File: config.mk
export PLATFORM = sky130hd
export DESIGN_NAME = gf16_exp
export DESIGN_NICKNAME = d
export VERILOG_FILES = /design/src/rtl/gf16_exp.sv
export SDC_FILE = /design/constraint.sdc
export NUM_CORES = 1
export LEC_CHECK = 0
export ABC_CLOCK_PERIOD_IN_PS = 2000
export CORE_AREA = 4 4 62 59
export CTS_BUF_LIST = sky130_fd_sc_hd__clkbuf_16
export CTS_CLUSTER_SIZE = 10
export DETAILED_ROUTE_END_ITERATION = 6
export DIE_AREA = 0 0 66 63
export PLACE_DENSITY_LB_ADDON = 0.15
export SETUP_SLACK_MARGIN = 0.5
export SYNTH_ARGS = -nofsm -noshare
export SYNTH_HDL_FRONTEND = slang
export SYNTH_SLANG_ARGS = --single-unit
File: constraint.sdc
create_clock -name clk -period 2 [get_ports clk]
set_input_delay 0.2 -clock clk [delete_from_list [all_inputs] [get_ports clk]]
set_output_delay 0.2 -clock clk [all_outputs]
set_load 0.1 [all_outputs]
File: src/rtl/gf16_exp.sv
`default_nettype none
// ============================================================================
//  Module   : gf16_exp
//  Purpose  : Sequential exponentiation z = a^e in GF(2^4), P(x)=x^4+x^3+1,
//             MSB-first square-and-multiply over one time-shared multiplier.
//  Options  : GF16_INV_EN - adds input 'inv'; when sampled high with 'start'
//             the exponent is forced to 14 so that z = a^-1 (EW >= 4 needed).
//  Revision : 1.0 - initial release
// ============================================================================
module gf16_exp #(
    parameter int EW = 4
) (
    input  logic          clk,
    input  logic          rst_n,
`ifdef GF16_INV_EN
    input  logic          inv,
`endif
    input  logic          start,
    input  logic [3:0]    a,
    input  logic [EW-1:0] e,
    output logic          busy,
    output logic          done,
    output logic [3:0]    z
);

    localparam int IW = (EW > 1) ? $clog2(EW) : 1;

    typedef enum logic [1:0] {
        IDLE = 2'd0,
        SQR  = 2'd1,
        MUL  = 2'd2,
        DONE = 2'd3
    } state_t;

    state_t          state_q, state_d;
    logic [3:0]      acc_q, acc_d;
    logic [3:0]      a_q, a_d;
    logic [EW-1:0]   e_q, e_d;
    logic [IW-1:0]   i_q, i_d;
    logic [3:0]      z_q, z_d;

    logic [3:0]      w_op_b;
    logic [6:0]      w_raw;
    logic [3:0]      w_prod;
    logic [EW-1:0]   w_e_eff;

`ifdef GF16_INV_EN
    localparam logic [EW-1:0] c_INV_EXP = EW'(14);
`endif

    // Single shared multiplier: acc*acc while squaring, acc*a_reg in MUL.
    always_comb begin
        w_op_b = (state_q == MUL) ? a_q : acc_q;
        w_raw  = '0;
        for (int k = 0; k < 4; k++) begin
            if (w_op_b[k]) w_raw = w_raw ^ (7'(acc_q) << k);
        end
        // Fold high terms down from the top using x^4 = x^3 + 1.
        for (int k = 6; k >= 4; k--) begin
            if (w_raw[k]) w_raw = w_raw ^ (7'(5'b11001) << (k - 4));
        end
        w_prod = w_raw[3:0];
    end

    // Next-state, datapath updates and the exponent source selection.
    always_comb begin
        state_d = state_q;
        acc_d   = acc_q;
        a_d     = a_q;
        e_d     = e_q;
        i_d     = i_q;
        z_d     = z_q;
`ifdef GF16_INV_EN
        w_e_eff = inv ? c_INV_EXP : e;
`else
        w_e_eff = e;
`endif
        case (state_q)
            IDLE: begin
                if (start) begin
                    a_d     = a;
                    e_d     = w_e_eff;
                    acc_d   = 4'b0001;
                    i_d     = IW'(EW - 1);
                    state_d = SQR;
                end
            end
            SQR: begin
                acc_d = w_prod;
                if (e_q[i_q]) begin
                    state_d = MUL;
                end else if (i_q == '0) begin
                    // z is loaded on the same edge that enters DONE so it is
                    // valid throughout the done pulse.
                    z_d     = w_prod;
                    state_d = DONE;
                end else begin
                    i_d = i_q - IW'(1);
                end
            end
            MUL: begin
                acc_d = w_prod;
                if (i_q == '0) begin
                    z_d     = w_prod;
                    state_d = DONE;
                end else begin
                    i_d     = i_q - IW'(1);
                    state_d = SQR;
                end
            end
            default: begin
                state_d = IDLE;
            end
        endcase
    end

    // State and datapath registers with asynchronous active-low reset.
    always_ff @(posedge clk or negedge rst_n) begin
        if (!rst_n) begin
            state_q <= IDLE;
            acc_q   <= 4'b0001;
            a_q     <= '0;
            e_q     <= '0;
            i_q     <= IW'(EW - 1);
            z_q     <= '0;
        end else begin
            state_q <= state_d;
            acc_q   <= acc_d;
            a_q     <= a_d;
            e_q     <= e_d;
            i_q     <= i_d;
            z_q     <= z_d;
        end
    end

    assign busy = (state_q != IDLE);
    assign done = (state_q == DONE);
    assign z    = z_q;

endmodule
`default_nettype wire
==> out/qor.log, run 1 <==
qor: drt.wl_met1 1.68 mm
qor: sta.setup_viol 0
qor: logic_synthesis.synth_simple_gate_area_frac 0.204
qor: global_routing.grt_first_pass_wirelength 6.69 mm
qor: worst_hold_path.holdCritPathClass input port to async pin
qor: global_routing.overflow 0
qor: logic_synthesis.synth_top_area_cells sky130_fd_sc_hd__dfrtp_1 (29%), sky130_fd_sc_hd__mux2_2 (8.5%), sky130_fd_sc_hd__dfstp_2 (5.4%)
qor: status.outcome complete, no violations
qor: logic_synthesis.most_common_flop_cell_mapped_by_yosys sky130_fd_sc_hd__dfrtp_1
qor: floorplan.fp.coreArea 2970 sq um
qor: logic_synthesis.ys_ff_latch 20
qor: cts.cts.path.max_buffers 2
qor: cts.clk_latency 0.25 ns
qor: layout.most-common-layout-cells sky130_fd_sc_hd__buf_4 (38), sky130_fd_sc_hd__dfrtp_1 (14), sky130_fd_sc_hd__nand2_1 (12)
qor: logic_synthesis.synthDominantAreaCellType sky130_fd_sc_hd__dfrtp_1
qor: logic_synthesis.postSynth.asyncResetShare 1.00
qor: sta.unrepaired_setup_endpoints_after_global_routing yes
qor: layout.layout-area-overhead-vs-synth 52.3%
qor: cts.cts_htree_levels 1
qor: cts.numCtsBuffers 3
qor: logic_synthesis.synth_cell_type_count 48
qor: logic_synthesis.synth-compound-area-share 0.179
qor: floorplan.die_w 66 microns
qor: drt.route.antenna.remaining_nets 0
qor: sta.whs 0.286 ns
qor: sta.worst_slew_pin_slew 0.397 ns
qor: sta.timing.final.crit_share 0.964
qor: sta.report.final.hold_viol_count 0
qor: drt.drt_pre_antenna_iters 4
qor: setup_path.critical_path.max_stage_delay 0.36 ns
qor: logic_synthesis.yosysSeqAreaShare 0.346
qor: sta.fmax 0.519 GHz
qor: setup_path.critical_path.endpoint_type register
qor: job.maxcap_viol_count 0
qor: sta.slew_viol_final 0
qor: floorplan.placementRows 19
qor: logic_synthesis.yosysWarnings 0
qor: logic_synthesis.postSynthNetCount 177
qor: cts.ctsRootBufferMaster sky130_fd_sc_hd__clkbuf_16
qor: cts.cts_tree done
qor: layout.post_route_cells_drive_above_1_share 0.517
qor: drt.dr.max_layer_used met4
qor: sta.max-slew-margin-rel 0.732
qor: cts.worst_setup_hold_path_clk_slew 0.06 ns
qor: drt.met3_routed_wirelength 253 microns
qor: layout.antenna_fix_cells 0
qor: cts.cts_num_sinks 20
qor: cts.ctsHoldBuffers 0
qor: layout.design.final.nets 226
qor: placed_design.io_buffer_count 16
qor: sta.timing.final.crit_period 1.93 ns
qor: logic_synthesis.post_synth_fa_ha_maj_area_fraction 0.0429
qor: drt.viasPerCell 5.61
qor: logic_synthesis.yosys.area.top_type_share 0.292
qor: drt.vias 1408
qor: floorplan.fp.dieH 63 microns
qor: layout.leading_cell_type_in_the_layout_fill_and_taps_excluded sky130_fd_sc_hd__buf_4
qor: floorplan.start_util 0.491
qor: setup_path.timing.critical_path.fanout_max 8
qor: logic_synthesis.synth_top_family_by_area simple AND/OR/NAND/NOR gates
qor: drt.routed-wl-met2 2.06 mm
qor: floorplan.die_area 4160 sq um
qor: logic_synthesis.synthXorXnorAreaFrac 0.0652
qor: setup_path.critical-path-slowest-cell sky130_fd_sc_hd__dfrtp_1
qor: setup_path.timing.critical_path.cells inv_2, ha_4, buf_6, and2_0, o21ai_1, xor2_2, xnor2_2, xnor2_2, mux2i_1
qor: logic_synthesis.postSynthCellCount 161
qor: drt.post_drt_wl_per_cell 16.3 microns
qor: logic_synthesis.muxShareOfSynthArea 0.107
qor: logic_synthesis.syn-mean-instance-area 9.05 sq um
qor: global_routing.number_of_antenna_violations_at_the_first_check_in_global_routing 0
qor: global_routing.grt_start_max_net_pins 21
qor: setup_path.worst_path_most_repeated_cell sky130_fd_sc_hd__xnor2_2
qor: setup_path.worst_ep_arrival_time 2.05 ns
qor: placed_design.dp_hpwl 2.48 mm
qor: global_routing.first_global_vias 1400
qor: sta.final.setup.worst_slack 0.0728 ns
qor: placed_design.place_area 1770 sq um
qor: logic_synthesis.mappedNetlistArea 1460 sq um
qor: setup_path.regToRegSetupSlack 0.07 ns
qor: sta.clock_skew 0.00245 ns
qor: logic_synthesis.synth_enable_flop_cells 0
qor: floorplan.ios 17
qor: layout.fin_area 2220 sq um
qor: setup_path.worst-setup-path-type register to register
qor: drt.drtIter0Drc 83
qor: drt.totalWireLength 4.09 mm
qor: placed_design.dp_worst_setup_slack 0.0257 ns
qor: global_routing.grt.total_usage 0.208
qor: setup_path.crit_path_start_kind register
qor: placed_design.place.gp.congestion 0.802
qor: setup_path.timing.critical_path.required 2.13 ns
qor: drt.drcViolationCount 0
==> cell families (layout without fill, tap and decap cells) <==
logic type,after synthesis,after routing
adder cells (fa/ha/maj),5,5
AND/OR/NAND/NOR,55,55
XOR/XNOR,10,10
multiplexers,13,13
flip-flops,20,20
buffers and inverters,16,64
AO/OA/AOI/OAI,42,42
==> flip-flops by register name, summed over array words and instances (netlist names) <==
name     flops
e_q          4
state_q      2
acc_q        4
z            4
a_q          4
i_q          2
==> critical path, delay by kind of cell, from the launching register on <==
family | cells | cell delay (ns)
mux | 1 | 0.10
xor+xnor | 3 | 0.50
buf+inv | 2 | 0.21
fa+ha+maj | 1 | 0.20
compound gates | 1 | 0.25
simple gates | 1 | 0.17
flops | 1 | 0.36
==> path summary, 6_finish.rpt <==
check	start	cells past startpoint	endpoint
worst max-delay path	state_q[0]	9	z[3]
worst min-delay path	rst_n	2	e_q[3]
worst max register to register	state_q[0]	9	z[3]
worst min register to register	e_q[1]	1	e_q[1]
max in group asynchronous	rst_n	2	acc_q[0]
min in group clk	e_q[1]	1	e_q[1]
==> final cells by class <==
cell class	instances	area, sq um
clock buffer	3	75.1
clock inverter	1	3.75
fill	201	752
inverter	7	32.5
multi-input combinational	125	1090
sequential	20	508
tap	42	52.6
timing repair buffer	53	459
==> routing by layer <==
layer | up-vias | GRT usage
li1 | 665 | -
met1 | 677 | 0.276
met2 | 55 | 0.347
met3 | 11 | 0.0288
met4 | 0 | 0.0660
met5 | - | 0
==> cells in the mapped netlist (4+ instances only) <==
library cell	n
sky130_fd_sc_hd__dfrtp_1	17
sky130_fd_sc_hd__ha_1	5
sky130_fd_sc_hd__nor2_1	14
sky130_fd_sc_hd__nand2b_1	6
sky130_fd_sc_hd__nand2_1	14
sky130_fd_sc_hd__o21ai_0	9
sky130_fd_sc_hd__xor2_1	5
sky130_fd_sc_hd__a21oi_1	15
sky130_fd_sc_hd__mux2_2	11
sky130_fd_sc_hd__inv_1	7
sky130_fd_sc_hd__xnor2_1	4
==> stage by stage <==
step | setup TNS (ns) | instances | util
6_report | 0 | 251 | 0.747
5_1_grt | -0.0396 | 251 | 0.747
4_1_cts | 0 | 244 | 0.715
3_5_place_dp | 0 | 223 | 0.596
3_3_place_gp | 0 | 223 | 0.596
2_1_floorplan | 0 | 161 | -
==> what timing repair did <==
action / CTS / global route
endpoints found under the setup margin: 21 / 21
resized for setup: 35 / 13
pin swaps: 19 / 12
setup buffers: 17 / 7
gates cloned: 0 / 0
Power of run 1 is left out: the tool's default activity adds up to more than one toggle a clock period on the data nets, which glitch-free logic cannot reach.
==> run 2, diff against run 1 <==
--- a/config.mk
+++ b/config.mk
@@ -7,4 +7,5 @@
 export LEC_CHECK = 0
+export ABC_AREA = 1
 export ABC_CLOCK_PERIOD_IN_PS = 2000
-export CORE_AREA = 4 4 62 59
+export CORE_AREA = 4 4 62 58
 export CTS_BUF_LIST = sky130_fd_sc_hd__clkbuf_16
@@ -12,4 +13,5 @@
 export DETAILED_ROUTE_END_ITERATION = 6
-export DIE_AREA = 0 0 66 63
+export DIE_AREA = 0 0 66 62
 export PLACE_DENSITY_LB_ADDON = 0.15
+export REMOVE_ABC_BUFFERS = 1
 export SETUP_SLACK_MARGIN = 0.5
--- a/constraint.sdc
+++ b/constraint.sdc
@@ -3,2 +3,2 @@
 set_output_delay 0.2 -clock clk [all_outputs]
-set_load 0.1 [all_outputs]
+set_load 0.01 [all_outputs]
==> run 2 against run 1 <==
  * Worst hold slack gained 0.0045 ns
  * Cell area shrank 7.6%
  * Core utilization shrank 5.7 points
  * Die area shrank 1.6%
  * Wire length shrank 16%
  * Worst setup slack gained 0.16 ns
  * Critical endpoint is now acc_q[1]
  * Register-to-register slack gained 0.16 ns
  * Area after synthesis shrank 1.8%
  * Critical path depth grew 2
  * Via count shrank 5.8%
  * Synthesized cell count grew 16%
  * Clock-buffer cell count is the same
==> out/qor.log, run 2 <==
qor: setup_path.regToRegSetupSlack 0.24 ns
qor: setup_path.worst_path_dominant_cell_family XOR/XNOR gates
qor: sta.max-slew-margin-rel 0.713
qor: setup_path.timing.critical_path.cells inv_2, ha_4, buf_12, clkinv_8, nor2_4, nor2_4, buf_6, nand2_1, xor2_1, xor2_1, o22ai_1
qor: setup_path.timing.critical_path.buf_inv 4
qor: floorplan.die_area 4090 sq um
qor: layout.antenna_fix_cells 0
qor: drt.post_drt_wl_per_cell 13.2 microns
qor: sta.setup_viol 0
qor: sta.timing.final.crit_period 1.76 ns
qor: logic_synthesis.synth_top_area_cells sky130_fd_sc_hd__dfrtp_1 (30%), sky130_fd_sc_hd__nand2_1 (12%), sky130_fd_sc_hd__nand3_1 (5.9%)
qor: layout.design.final.nets 234
qor: drt.route.antenna.remaining_nets 0
qor: layout.layout.core_utilization 0.690
qor: cts.cts_num_sinks 20
qor: drt.drt_pre_antenna_iters 4
qor: job.maxcap_viol_count 0
qor: setup_path.worst-setup-path-type register to register
qor: status.outcome complete, no violations
qor: sta.timing.final.crit_share 0.882
qor: drt.drtIter0Drc 53
qor: pwr.powerDensity 1850 nW/um^2
qor: cts.worst_setup_hold_path_clk_slew 0.06 ns
qor: placed_design.dp_hpwl 2.27 mm
qor: global_routing.grt.total_usage 0.172
qor: sta.final.setup.worst_slack 0.237 ns
qor: layout.layout-area-overhead-vs-synth 43.3%
qor: floorplan.placementRows 19
qor: setup_path.critical_path.endpoint_type register
qor: logic_synthesis.yosysWarnings 0
qor: global_routing.grt_first_pass_wirelength 5.36 mm
qor: sta.setup_tns 0 ns
qor: floorplan.fp.coreArea 2970 sq um
qor: layout.leading_cell_type_in_the_layout_fill_and_taps_excluded sky130_fd_sc_hd__nand2_1
qor: sta.worst_slew_pin_slew 0.430 ns
qor: sta.slew_viol_final 0
qor: logic_synthesis.postSynth.asyncResetShare 1.00
qor: sta.fmax 0.567 GHz
qor: worst_hold_path.holdCritPathClass input port to async pin
qor: setup_path.timing.critical_path.fanout_max 6
qor: floorplan.die_w 66 microns
qor: cts.clk_latency 0.25 ns
qor: setup_path.crit_path_start_kind register
qor: sta.clock_skew 0.00282 ns
qor: sta.unrepaired_setup_endpoints_after_global_routing yes
qor: logic_synthesis.postSynthCellCount 186
qor: setup_path.critical-path-slowest-cell sky130_fd_sc_hd__dfrtp_1
qor: layout.sequential_cell_area 504 sq um
qor: setup_path.critical_path.max_stage_delay 0.38 ns
qor: global_routing.overflow 0
qor: global_routing.first_global_vias 1219
qor: logic_synthesis.synth_cell_type_count 28
qor: logic_synthesis.ys_ff_latch 20
qor: drt.vias 1327
qor: drt.viasPerCell 5.12
qor: placed_design.io_buffer_count 16
qor: logic_synthesis.synth_enable_flop_cells 0
qor: drt.totalWireLength 3.42 mm
qor: placed_design.dp_worst_setup_slack 0.111 ns
qor: layout.post_route_cells_drive_above_1_share 0.419
qor: layout.multi_input_comb_area 990 sq um
qor: cts.numCtsBuffers 3
qor: setup_path.timing.critical_path.required 2.13 ns
qor: cts.ctsRootBufferMaster sky130_fd_sc_hd__clkbuf_16
qor: logic_synthesis.yosysSeqAreaShare 0.352
qor: sta.report.final.hold_viol_count 0
qor: cts.cts.path.max_buffers 2
qor: logic_synthesis.syn-mean-instance-area 7.70 sq um
qor: drt.drcViolationCount 0
qor: logic_synthesis.synthDominantAreaCellType sky130_fd_sc_hd__dfrtp_1
qor: placed_design.place.gp.congestion 0.964
qor: global_routing.number_of_antenna_violations_at_the_first_check_in_global_routing 0
qor: logic_synthesis.most_common_flop_cell_mapped_by_yosys sky130_fd_sc_hd__dfrtp_1
qor: logic_synthesis.synthTopCellsByCount sky130_fd_sc_hd__nand2_1 (46), sky130_fd_sc_hd__inv_1 (22), sky130_fd_sc_hd__dfrtp_1 (17), sky130_fd_sc_hd__nand3_1 (17), sky130_fd_sc_hd__nor2_1 (11)
qor: setup_path.worst_ep_arrival_time 1.89 ns
qor: logic_synthesis.yosys.area.top_type_share 0.297
qor: layout.most-common-layout-cells sky130_fd_sc_hd__nand2_1 (38), sky130_fd_sc_hd__dfrtp_1 (17), sky130_fd_sc_hd__inv_1 (16)
qor: floorplan.fp.dieH 62 microns
qor: layout.layout.filler_cells 222
qor: floorplan.ios 17
qor: pwr.power.static_leakage 0.975 nW
qor: cts.cts_htree_levels 1
qor: pwr.largest_vdd_supply_drop 1.03 mV
qor: floorplan.start_util 0.482
qor: global_routing.grt_start_max_net_pins 21
qor: logic_synthesis.mappedNetlistArea 1430 sq um
qor: logic_synthesis.synth.most_common_cell sky130_fd_sc_hd__nand2_1
qor: cts.cts_tree done
## run 2: final cells by class
class,instances,share of cell area
timing repair buffer,30,0.149
clock buffer,3,0.0366
clock inverter,1,0.00183
sequential,20,0.246
multi-input combinational,135,0.483
tap,42,0.0256
inverter,28,0.0586
## run 2: worst paths after layout
check,endpoint,startpoint,depth (start not counted)
worst min register to register,z[2],z[2],2
min in group clk,z[2],z[2],2
max in group asynchronous,i_q[0],rst_n,2
worst min-delay path,z[1],rst_n,2
worst max register to register,acc_q[1],state_q[0],11
worst max-delay path,acc_q[1],state_q[0],11
## run 2: power by group
part,leakage (nW),internal (W),switching (W)
sequential,0.237,0.000611,0.000150
clock,0.0385,0.000266,0.000140
combinational,0.699,0.00113,0.00150
total,0.975,0.00200,0.00179
## run 2: logic make-up after synthesis
kind of cell,after synthesis,synth area share
mux,4,0.0315
flops,20,0.352
compound gates,22,0.0822
simple gates,99,0.362
fa+ha+maj,5,0.0437
buf+inv,31,0.0927
xor+xnor,5,0.0358
## run 2: stage by stage
step	total power, W	area (sq um)	instances	hold slack (ns)
6_report	0.00379	2050	259	0.291
3_5_place_dp	0.00260	1660	244	0.468
2_1_floorplan	0.00212	1410	183	-0.0956
5_1_grt	0.00409	2050	259	0.324
3_3_place_gp	0.00258	1660	244	0.465
4_1_cts	0.00329	1870	254	0.301
## run 2: metal layers
layer  vias to the layer above  part of all wire  GRT usage
li1                        649                 -          -
met1                       633              0.43      0.220
met2                        35              0.52      0.306
met3                        10             0.033     0.0234
met4                         0             0.017     0.0551
met5                         -                 0          0
## run 2: repair_timing
item	in CTS	in global routing
resized for setup	19	47
hold buffers	0	0
endpoints found under the setup margin	18	14
buffers inserted	5	5
pin swaps	11	12
cloned	1	0
(Power assumes the default switching activity.)
==> run 3, diff against run 2 <==
CORE_AREA = 4 4 51 71   (was 4 4 62 58)
DIE_AREA = 0 0 55 75   (was 0 0 66 62)
==> run 3 against run 2 <==
  * Sequential cell count did not move
  * Via count fell by 0.38%
  * Clock skew about the same
  * Worst hold slack got worse by 0.0086 ns
  * Global-route usage rose by 1.9 points
  * Non-clock buffer count up 2
  * Largest power group unchanged
==> out/qor.log, run 3 (synthesis results as in run 2) <==
qor: layout.leading_cell_type_in_the_layout_fill_and_taps_excluded sky130_fd_sc_hd__nand2_1
qor: placed_design.place_area 1650 sq um
qor: sta.timing.final.crit_share 0.888
qor: cts.clk_latency 0.25 ns
qor: setup_path.timing.critical_path.required 2.15 ns
qor: floorplan.fp.dieH 75 microns
qor: cts.cts_htree_levels 1
qor: setup_path.crit_path_start_kind register
qor: setup_path.critical_path.max_stage_delay 0.44 ns
qor: sta.whs 0.282 ns
qor: cts.cts_tree done
qor: cts.cts.path.max_buffers 2
qor: global_routing.number_of_antenna_violations_at_the_first_check_in_global_routing 0
qor: global_routing.grt_start_max_net_pins 21
qor: setup_path.regToRegSetupSlack 0.22 ns
qor: setup_path.critical-path-slowest-cell sky130_fd_sc_hd__dfrtp_2
qor: global_routing.grt_use_met2 0.336
qor: setup_path.timing.critical_path.fanout_max 9
qor: status.outcome complete, no violations
qor: pwr.power.static_leakage 0.962 nW
qor: placed_design.place.gp.congestion 0.880
qor: setup_path.critical_path.endpoint_type register
qor: layout.layout-area-overhead-vs-synth 39.5%
qor: drt.drt_pre_antenna_iters 4
qor: layout.antenna_fix_cells 0
qor: layout.design.final.nets 236
qor: setup_path.worst_ep_arrival_time 1.92 ns
qor: sta.final.setup.worst_slack 0.224 ns
qor: worst_hold_path.holdCritPathClass input port to async pin
qor: pwr.powerDensity 1860 nW/um^2
qor: setup_path.timing.critical_path.cells ha_4, buf_12, inv_12, nor2_4, nor2_4, nand3_2, nand2_1, nand2_2, nand2_2, nand2_2, nand3_2, nand2_1, nand2_1, nand2_1
qor: drt.totalWireLength 3.57 mm
qor: sta.worst_slew_pin_slew 0.376 ns
qor: global_routing.grt_first_pass_wirelength 5.82 mm
qor: cts.worst_setup_hold_path_clk_slew 0.06 ns
qor: layout.fin_area 2000 sq um
qor: sta.slew_viol_final 0
qor: floorplan.placementRows 24
qor: global_routing.met1_usage 0.227
qor: sta.unrepaired_setup_endpoints_after_global_routing yes
qor: sta.fmax 0.563 GHz
qor: sta.max-slew-margin-rel 0.749
qor: cts.ctsRootBufferMaster sky130_fd_sc_hd__clkbuf_16
qor: placed_design.io_buffer_count 16
qor: global_routing.grt.total_usage 0.191
qor: drt.vias 1322
qor: cts.numCtsBuffers 3
qor: job.maxcap_viol_count 0
qor: layout.most-common-layout-cells sky130_fd_sc_hd__nand2_1 (38), sky130_fd_sc_hd__dfrtp_1 (16), sky130_fd_sc_hd__inv_1 (15), sky130_fd_sc_hd__nand2_2 (15), sky130_fd_sc_hd__nand3_1 (15)
qor: floorplan.die_area 4130 sq um
qor: placed_design.dp_hpwl 2.44 mm
qor: cts.cts_num_sinks 20
qor: pwr.largest_vdd_supply_drop 1.16 mV
qor: sta.setup_tns 0 ns
qor: floorplan.fp.coreArea 3030 sq um
qor: floorplan.die_w 55 microns
qor: drt.drcViolationCount 0
qor: floorplan.start_util 0.472
qor: sta.report.final.hold_viol_count 0
qor: sta.setup_viol 0
qor: drt.drtIter0Drc 23
qor: global_routing.busiest_layer met2
qor: cts.ctsHoldBuffers 0
qor: sta.timing.final.crit_period 1.78 ns
qor: global_routing.first_global_vias 1361
qor: drt.route.antenna.remaining_nets 0
qor: setup_path.worst-setup-path-type register to register
qor: global_routing.overflow 0
qor: pwr.overall_power_after_layout 0.00371 W
qor: sta.clock_skew 0.00253 ns
qor: drt.viasPerCell 5.12
qor: floorplan.ios 17
qor: global_routing.global_route.usage.met3 0.0198
qor: drt.post_drt_wl_per_cell 13.8 microns
qor: layout.post_route_cells_drive_above_1_share 0.416
qor: setup_path.worst_path_most_repeated_cell sky130_fd_sc_hd__nand2_1
qor: placed_design.dp_worst_setup_slack 0.0958 ns
## run 3: changes by cell type in the layout (fill, tap and decap cells not counted), moves of 2 or more
cell	before	now
sky130_fd_sc_hd__nand3_2	11	8
sky130_fd_sc_hd__nand3_4	2	0
sky130_fd_sc_hd__nand2_2	11	15
sky130_fd_sc_hd__nand2_4	10	6
sky130_fd_sc_hd__buf_4	9	14
sky130_fd_sc_hd__buf_6	3	1
sky130_fd_sc_hd__nand3_1	10	15
## run 3: path summary, 6_finish.rpt
check                            from     end  cells past startpoint
min reg2reg                      z[3]    z[3]                      2
max                        state_q[1]    z[0]                     14
min                             rst_n    z[0]                      2
min in group clk                 z[3]    z[3]                      2
max reg2reg                state_q[1]    z[0]                     14
max in group asynchronous       rst_n  i_q[0]                      2
## run 3: per-layer routing
metal / part of all wire / routed length (microns) / vias to the layer above
met5: 0 / 0 / -
met4: 0.017 / 59 / 0
met3: 0.027 / 97 / 7
met2: 0.54 / 1930 / 21
met1: 0.41 / 1480 / 642
li1: - / - / 652
## run 3: what timing repair did
item                       in CTS  in global routing
pin swaps                       9                 10
setup endpoints to repair      17                 14
setup buffers                   7                  6
gates resized for setup        28                 31
## run 3: metrics by stage
step,instances,utilization
final,258,0.658
after global routing,258,0.658
after CTS,252,0.614
after detailed placement,241,0.545
after global placement,241,0.545
after floorplan,183,-
## run 3: layout make-up
type / instances / area [sq um]
clock buffers: 3 / 75.1
clock inverters: 1 / 3.75
fillers: 243 / 1040
inverters: 28 / 123
multi-input cells: 135 / 951
flip-flops and latches: 20 / 505
well taps: 39 / 48.8
repair buffers: 32 / 290
## run 3: worst max-delay path, delay by kind of cell, from the launching register on
kind | cells | cell delay [ns]
DFF | 1 | 0.44
and+or+nand+nor | 11 | 0.84
adders and majority gates | 1 | 0.17
buffers and inverters | 2 | 0.21
## run 3: power by group
group | leakage [nW] | total, W | internal, W | switching [W]
clock network | 0.0385 | 0.000418 | 0.000267 | 0.000152
logic | 0.687 | 0.00253 | 0.00107 | 0.00145
registers | 0.236 | 0.000768 | 0.000614 | 0.000154
total | 0.962 | 0.00371 | 0.00195 | 0.00176
